<file path="src/rtl/matrix_pkg.sv">
// Shared types and sizes for the matrix-multiply input loader.
// Both channels and the stream interface import this package.
package matrix_pkg;

  localparam int DATA_W   = 8;
  localparam int DEPTH    = 32;
  localparam int ADDR_W   = $clog2(DEPTH);
  localparam int MAT_ROWS = 4;
  localparam int MAT_COLS = 8;

  typedef enum logic [1:0] {
    EMPTY   = 2'b00,
    FILLING = 2'b01,
    FULL    = 2'b10
  } ch_state_e;

endpackage

</file>
<file path="src/rtl/matrix_loader_if.sv">
// Valid/ready byte streams for the A and X matrices.
// The source drives the master side; the loader takes the slave side.
interface matrix_loader_if
  import matrix_pkg::*;
();

  logic              a_valid;
  logic [DATA_W-1:0] a_data;
  logic              a_ready;
  logic              x_valid;
  logic [DATA_W-1:0] x_data;
  logic              x_ready;

  modport master (
    output a_valid, a_data,
    output x_valid, x_data,
    input  a_ready, x_ready
  );

  modport slave (
    input  a_valid, a_data,
    input  x_valid, x_data,
    output a_ready, x_ready
  );

endinterface

</file>
<file path="src/rtl/matrix_loader_load_channel.sv">
// One matrix channel: fill FSM, write counter, register file and
// an asynchronous read mux.
module load_channel
  import matrix_pkg::*;
(
  input  logic              clk,
  input  logic              rst,
  input  logic              en,
  input  logic              clr,
  input  logic              valid,
  input  logic [DATA_W-1:0] data,
  output logic              ready,
  output logic              done,
  input  logic [ADDR_W-1:0] raddr,
  output logic [DATA_W-1:0] rdata
);

  ch_state_e         state;
  ch_state_e         state_nx;
  logic [ADDR_W-1:0] cnt;
  logic [ADDR_W-1:0] cnt_nx;
  logic [DATA_W-1:0] mem [DEPTH];
  logic              accept;

  assign ready  = en && (state != FULL);
  assign accept = valid && ready;
  assign done   = (state == FULL);
  assign rdata  = mem[raddr];

  always_ff @(posedge clk) begin
    if (rst) begin
      state <= EMPTY;
      cnt   <= '0;
    end else begin
      state <= state_nx;
      cnt   <= cnt_nx;
    end
  end

  always_ff @(posedge clk) begin
    if (rst) begin
      for (int i = 0; i < DEPTH; i++)
        mem[i] <= '0;
    end else if (accept) begin
      mem[cnt] <= data;
    end
  end

  // cnt wraps to 0 on the final accept, so FULL always sits at cnt = 0
  always_comb begin
    state_nx = state;
    cnt_nx   = cnt;
    if (clr) begin
      state_nx = EMPTY;
      cnt_nx   = '0;
    end else begin
      unique case (state)
        EMPTY: begin
          if (accept) begin
            state_nx = (DEPTH == 1) ? FULL : FILLING;
            cnt_nx   = cnt + 1'b1;
          end
        end
        FILLING: begin
          if (accept) begin
            cnt_nx = cnt + 1'b1;
            if (cnt == ADDR_W'(DEPTH - 1))
              state_nx = FULL;
          end
        end
        FULL: begin
          state_nx = FULL;
        end
        default: begin
          state_nx = EMPTY;
          cnt_nx   = '0;
        end
      endcase
    end
  end

endmodule

</file>
<file path="src/rtl/matrix_loader.sv">
// Input stage of the matrix-multiply datapath: loads A and X
// matrices from two streams and exposes combinational read ports.
module matrix_loader
  import matrix_pkg::*;
(
  input  logic              clk,
  input  logic              rst,
  input  logic              load_en,
  input  logic              clear,
  matrix_loader_if.slave    s,
  output logic              aload_done,
  output logic              xload_done,
  input  logic [ADDR_W-1:0] a_raddr,
  output logic [DATA_W-1:0] a_rdata,
  input  logic [ADDR_W-1:0] x_raddr,
  output logic [DATA_W-1:0] x_rdata
);

  // ready is held low during clear so a same-cycle element stays unconsumed
  logic en;
  assign en = load_en && !clear;

  load_channel u_a (
    .clk   (clk),
    .rst   (rst),
    .en    (en),
    .clr   (clear),
    .valid (s.a_valid),
    .data  (s.a_data),
    .ready (s.a_ready),
    .done  (aload_done),
    .raddr (a_raddr),
    .rdata (a_rdata)
  );

  load_channel u_x (
    .clk   (clk),
    .rst   (rst),
    .en    (en),
    .clr   (clear),
    .valid (s.x_valid),
    .data  (s.x_data),
    .ready (s.x_ready),
    .done  (xload_done),
    .raddr (x_raddr),
    .rdata (x_rdata)
  );

endmodule

</file>
<file path="src/flat_wrapper.sv">
// flat-port wrapper written by rule: the top's interface ports become plain ports
module matrix_loader_flat import matrix_pkg::*;
  (clk, rst, load_en, clear, aload_done, xload_done, a_raddr, a_rdata, x_raddr, x_rdata, s_a_valid, s_a_data, s_x_valid, s_x_data, s_a_ready, s_x_ready);
  matrix_loader_if s_i ();
  input  logic clk;
  input  logic rst;
  input  logic load_en;
  input  logic clear;
  output logic aload_done;
  output logic xload_done;
  input  logic [ADDR_W-1:0] a_raddr;
  output logic [DATA_W-1:0] a_rdata;
  input  logic [ADDR_W-1:0] x_raddr;
  output logic [DATA_W-1:0] x_rdata;
  input wire logic [$bits(s_i.a_valid)-1:0] s_a_valid;
  input wire logic [$bits(s_i.a_data)-1:0] s_a_data;
  input wire logic [$bits(s_i.x_valid)-1:0] s_x_valid;
  input wire logic [$bits(s_i.x_data)-1:0] s_x_data;
  output wire logic [$bits(s_i.a_ready)-1:0] s_a_ready;
  output wire logic [$bits(s_i.x_ready)-1:0] s_x_ready;
  assign s_i.a_valid = s_a_valid;
  assign s_i.a_data = s_a_data;
  assign s_i.x_valid = s_x_valid;
  assign s_i.x_data = s_x_data;
  assign s_a_ready = s_i.a_ready;
  assign s_x_ready = s_i.x_ready;
  matrix_loader u_core (.clk(clk), .rst(rst), .load_en(load_en), .clear(clear), .s(s_i), .aload_done(aload_done), .xload_done(xload_done), .a_raddr(a_raddr), .a_rdata(a_rdata), .x_raddr(x_raddr), .x_rdata(x_rdata));
endmodule
</file>
<file path="config.mk">
export PLATFORM = sky130hd
export DESIGN_NAME = matrix_loader_flat
export DESIGN_NICKNAME = d
export VERILOG_FILES = /design/src/rtl/matrix_pkg.sv /design/src/rtl/matrix_loader_if.sv /design/src/rtl/matrix_loader_load_channel.sv /design/src/rtl/matrix_loader.sv /design/src/flat_wrapper.sv
export SDC_FILE = /design/constraint.sdc
export NUM_CORES = 1
export LEC_CHECK = 0
export ABC_AREA = 1
export BUFFER_PORTS_ARGS = -buffer_cell sky130_fd_sc_hd__buf_2
export CORE_MARGIN = 2
export CORE_UTILIZATION = 50
export CTS_CLUSTER_DIAMETER = 60
export DETAILED_ROUTE_END_ITERATION = 16
export MAX_ROUTING_LAYER = met4
export PLACE_DENSITY = 0.76
export SYNTH_ARGS = -nofsm -noshare
export SYNTH_HDL_FRONTEND = slang
export SYNTH_SLANG_ARGS = --single-unit
</file>
<file path="constraint.sdc">
create_clock -name clk -period 6.4 [get_ports clk]
set_clock_uncertainty 0.05 [all_clocks]
set_input_delay 0.64 -clock clk [delete_from_list [all_inputs] [get_ports clk]]
set_output_delay 0.64 -clock clk [all_outputs]
set_load 0.05 [all_outputs]
</file>
==> results.cfg <==
[die]
rows = 81
dieArea_sq_mm = 0.0508
ioPinCount = 52
core_area_sq_mm = 0.0486
die-height_um = 225
start_util_pct = 50.4
die_x_um = 225

[placement]
place_ws_ns = 2.62
numPortBuffers = 51
finalWeightedCongestion = 0.908
placed_cell_area_sq_mm = 0.0251
dp_hpwl_um = 38900
dp.cells = 3139

[sta]
fin_crit_sh_pct = 60.8
period_needed_ns = 3.89
timing.hold.ws_ns = 0.372
drv_slew = 0
fmax_mhz = 257
hold_viol_final = 0
finalSetupViolCount = 0
layout_setup_ws_ns = 2.51
rsz0062_at_grt = no
worst_pin_slew_ns = 1.26
slew_headroom_pct = 16.0
setup_tns_ns = 0

[power_and_ir_drop]
vdd_drop_max_mv = 0.215
power_frac_seq_pct = 50.2
switchingPower_uw = 1910
power_leakage_uw = 0.0112
p_int_uw = 5920
combPwrFrac_pct = 7.8
power.density_mw_per_mm2 = 291
clock_power_share_pct = 42.0
switching_share_pct = 24.3

[clock_network]
cts_made_buffers = 55
path_clk_slew_ns = 0.06
clock_sinks = 526
root_buffer = clkbuf_16
clock_latency_ns = 0.62
h-tree-depth = 2
tritoncts = done
ctsHoldBuffers = 0
cts_setup_buffers = 0
clock_path_buffers = 3
ctsResizeCount = 0

[setup_path]
reg2reg_from = u_core.u_x.state[0]
crit_path_max_fanout = 96
start_kind = input pin
path_class = in -> out
cp_cell_sequence = buf_4 > clkinv_2 > buf_12 > nand2_1 > nand3_1 > nand3_1 > nand2_1 > nand2_1 > nand2_1 > nand2_1 > nand2_1 > buf_2
slowest_delay_ns = 0.54
cp-startpoint = a_raddr[0]
r2r_end = u_core.u_x.mem[4][3]
r2r_cells = 7
endpoint_kind = output port
path_common_cell = nand2_1
r2r_slack_ns = 3.40
required_ns = 5.71
crit_path_end = a_rdata[0]
critical_path_arrival_ns = 3.20
cp_slowest_cell = clkinv_2

[grt]
grt_pass1_vias = 17900
grt-ovfl-total = 0
antenna_found_initial = 0
grt_max_degree = 124
grt_pass1_wl_um = 98800
track_usage_pct = 26.1

[detailed_routing]
wl_met3_um = 7710
ant_nets = 0
wl_met2_um = 29500
wl_met1_um = 24600
via_count = 18900
drt-initial-drc-count = 2797
drt-pass1-iter-count = 6
via_per_inst = 5.82
highest_layer = met4
wl_per_cell_um = 19.8
drt_wl_total_um = 64100
drcViolationCount = 0

[finish]
final_cell_area_sq_mm = 0.0269
fillers = 4082
final_cells = 3239
syn2layout_area_growth_pct = 9.95
diodes = 0
drive_above_1_share_pct = 8.14
fin_nets = 2622

[min_path]
hp-class = in -> reg

[synth]
synth_seq_area_share_pct = 63.9
ys_ff_latch = 526
synth_top_cell_by_area = edfxtp_1
ys_warn_count = 0
synthTopCellsByArea = edfxtp_1 (63%), nand2_1 (13%), nor2_1 (8.2%)
syn_inst = 2608
synth_area_per_cell_sq_um = 9.39
synth_cell_types = 24
syn-num-nets = 2656
synthesis.area_sq_mm = 0.0245
synth_top_area_share_pct = 62.8

[run_status]
status = complete, no violations

[run]
maxCapViolations = 0
[power by group through the flow]
stage               Clock, uW  Sequential [uW]  Combinational (uW)
floorplan                   0             3980                 416
global placement            0             4000                 591
detailed placement          0             4000                 601
CTS                      3300             3930                 604
global route             3430             3940                 665
finish                   3290             3930                 614
[kinds of logic (layout without fill, tap and decap cells)]
| family | Yosys count | count (layout) | synth area share (%) |
|---|---|---|---|
| AO/OA/AOI/OAI | 20 | 20 | 0.449 |
| XOR/XNOR | 2 | 2 | 0.0715 |
| adder cells (fa/ha/maj) | 16 | 16 | 0.817 |
| buffers and inverters | 218 | 227 | 3.41 |
| flip-flops | 526 | 526 | 63.9 |
| AND/OR/NAND/NOR | 1826 | 1826 | 31.4 |
[cells in the final DEF, fill, tap and decap left out, drive strengths merged]
cell / instances
xor2: 2
nand2: 878
inv: 50
nand3: 394
o21ai: 6
bufinv: 7
clkinv: 30
o211ai: 4
buf: 70
edfxtp: 512
nor2: 540
clkbuf: 66
ha: 16
dfxtp: 14
a21oi: 10
clkinvlp: 4
nor3: 14
[metal layers]
layer  vias to the layer above  GRT usage, %
li1                       8568             -
met4                         0          9.21
met3                       196          4.98
met2                      1270          39.7
met1                      8825          35.3
met5                         -             -
[registers in the layout, summed over array words and instances (netlist names)]
signal and count:
u_core.u_a.state 2, u_core.u_x.cnt 5, u_core.u_a.cnt 5, u_core.u_x.mem 256, u_core.u_a.mem 256, u_core.u_x.state 2
[synth_stat cells]
| cell | instances |
|---|---|
| xor2_1 | 2 |
| o211ai_1 | 4 |
| nor2_2 | 4 |
| nor2_1 | 532 |
| inv_2 | 3 |
| nand2_1 | 846 |
| nor3_2 | 4 |
| ha_1 | 16 |
| nand2_2 | 8 |
| inv_1 | 54 |
| edfxtp_1 | 512 |
| o21ai_1 | 2 |
| o21ai_0 | 4 |
| nand3_4 | 1 |
| nor2_4 | 4 |
| buf_1 | 29 |
| dfxtp_1 | 14 |
| clkbuf_1 | 118 |
| nand2_4 | 24 |
| buf_2 | 14 |
| nor3_1 | 6 |
| a21oi_1 | 10 |
| nand3_1 | 393 |
| nor3_4 | 4 |
[worst min path at each step]
| stage | cells after the start | from | end |
|---|---|---|---|
| after floorplan | 2 | u_core.u_x.state[0] | u_core.u_x.state[0] |
| after global placement | 2 | u_core.u_a.state[0] | u_core.u_a.state[0] |
| after detailed placement | 2 | u_core.u_a.state[0] | u_core.u_a.state[0] |
| after CTS | 4 | rst | u_core.u_x.state[1] |
| after global routing | 4 | rst | u_core.u_x.state[1] |
| final | 4 | rst | u_core.u_a.state[1] |
[worst max-delay path, delay by kind of cell]
kind                   cells  cell delay, ns
buffers and inverters      4            1.55
and+or+nand+nor            8            0.86
[layout make-up]
class / instances / area [sq um] / share of cell area [%]
well taps: 622 / 778 / 2.89
inverters: 57 / 216 / 0.804
clock buffers: 66 / 1440 / 5.34
repair buffers: 70 / 415 / 1.54
clock inverters: 34 / 424 / 1.57
multi-input cells: 1864 / 8010 / 29.7
flip-flops and latches: 526 / 15700 / 58.1
[through the flow]
stage	utilization, %	total power (uW)
finish	55.4	7830
global route	55.4	8030
CTS	55.4	7830
detailed placement	51.5	4600
global placement	51.5	4590
floorplan	-	4400
Note: power is estimated with default switching activity, not from simulation.
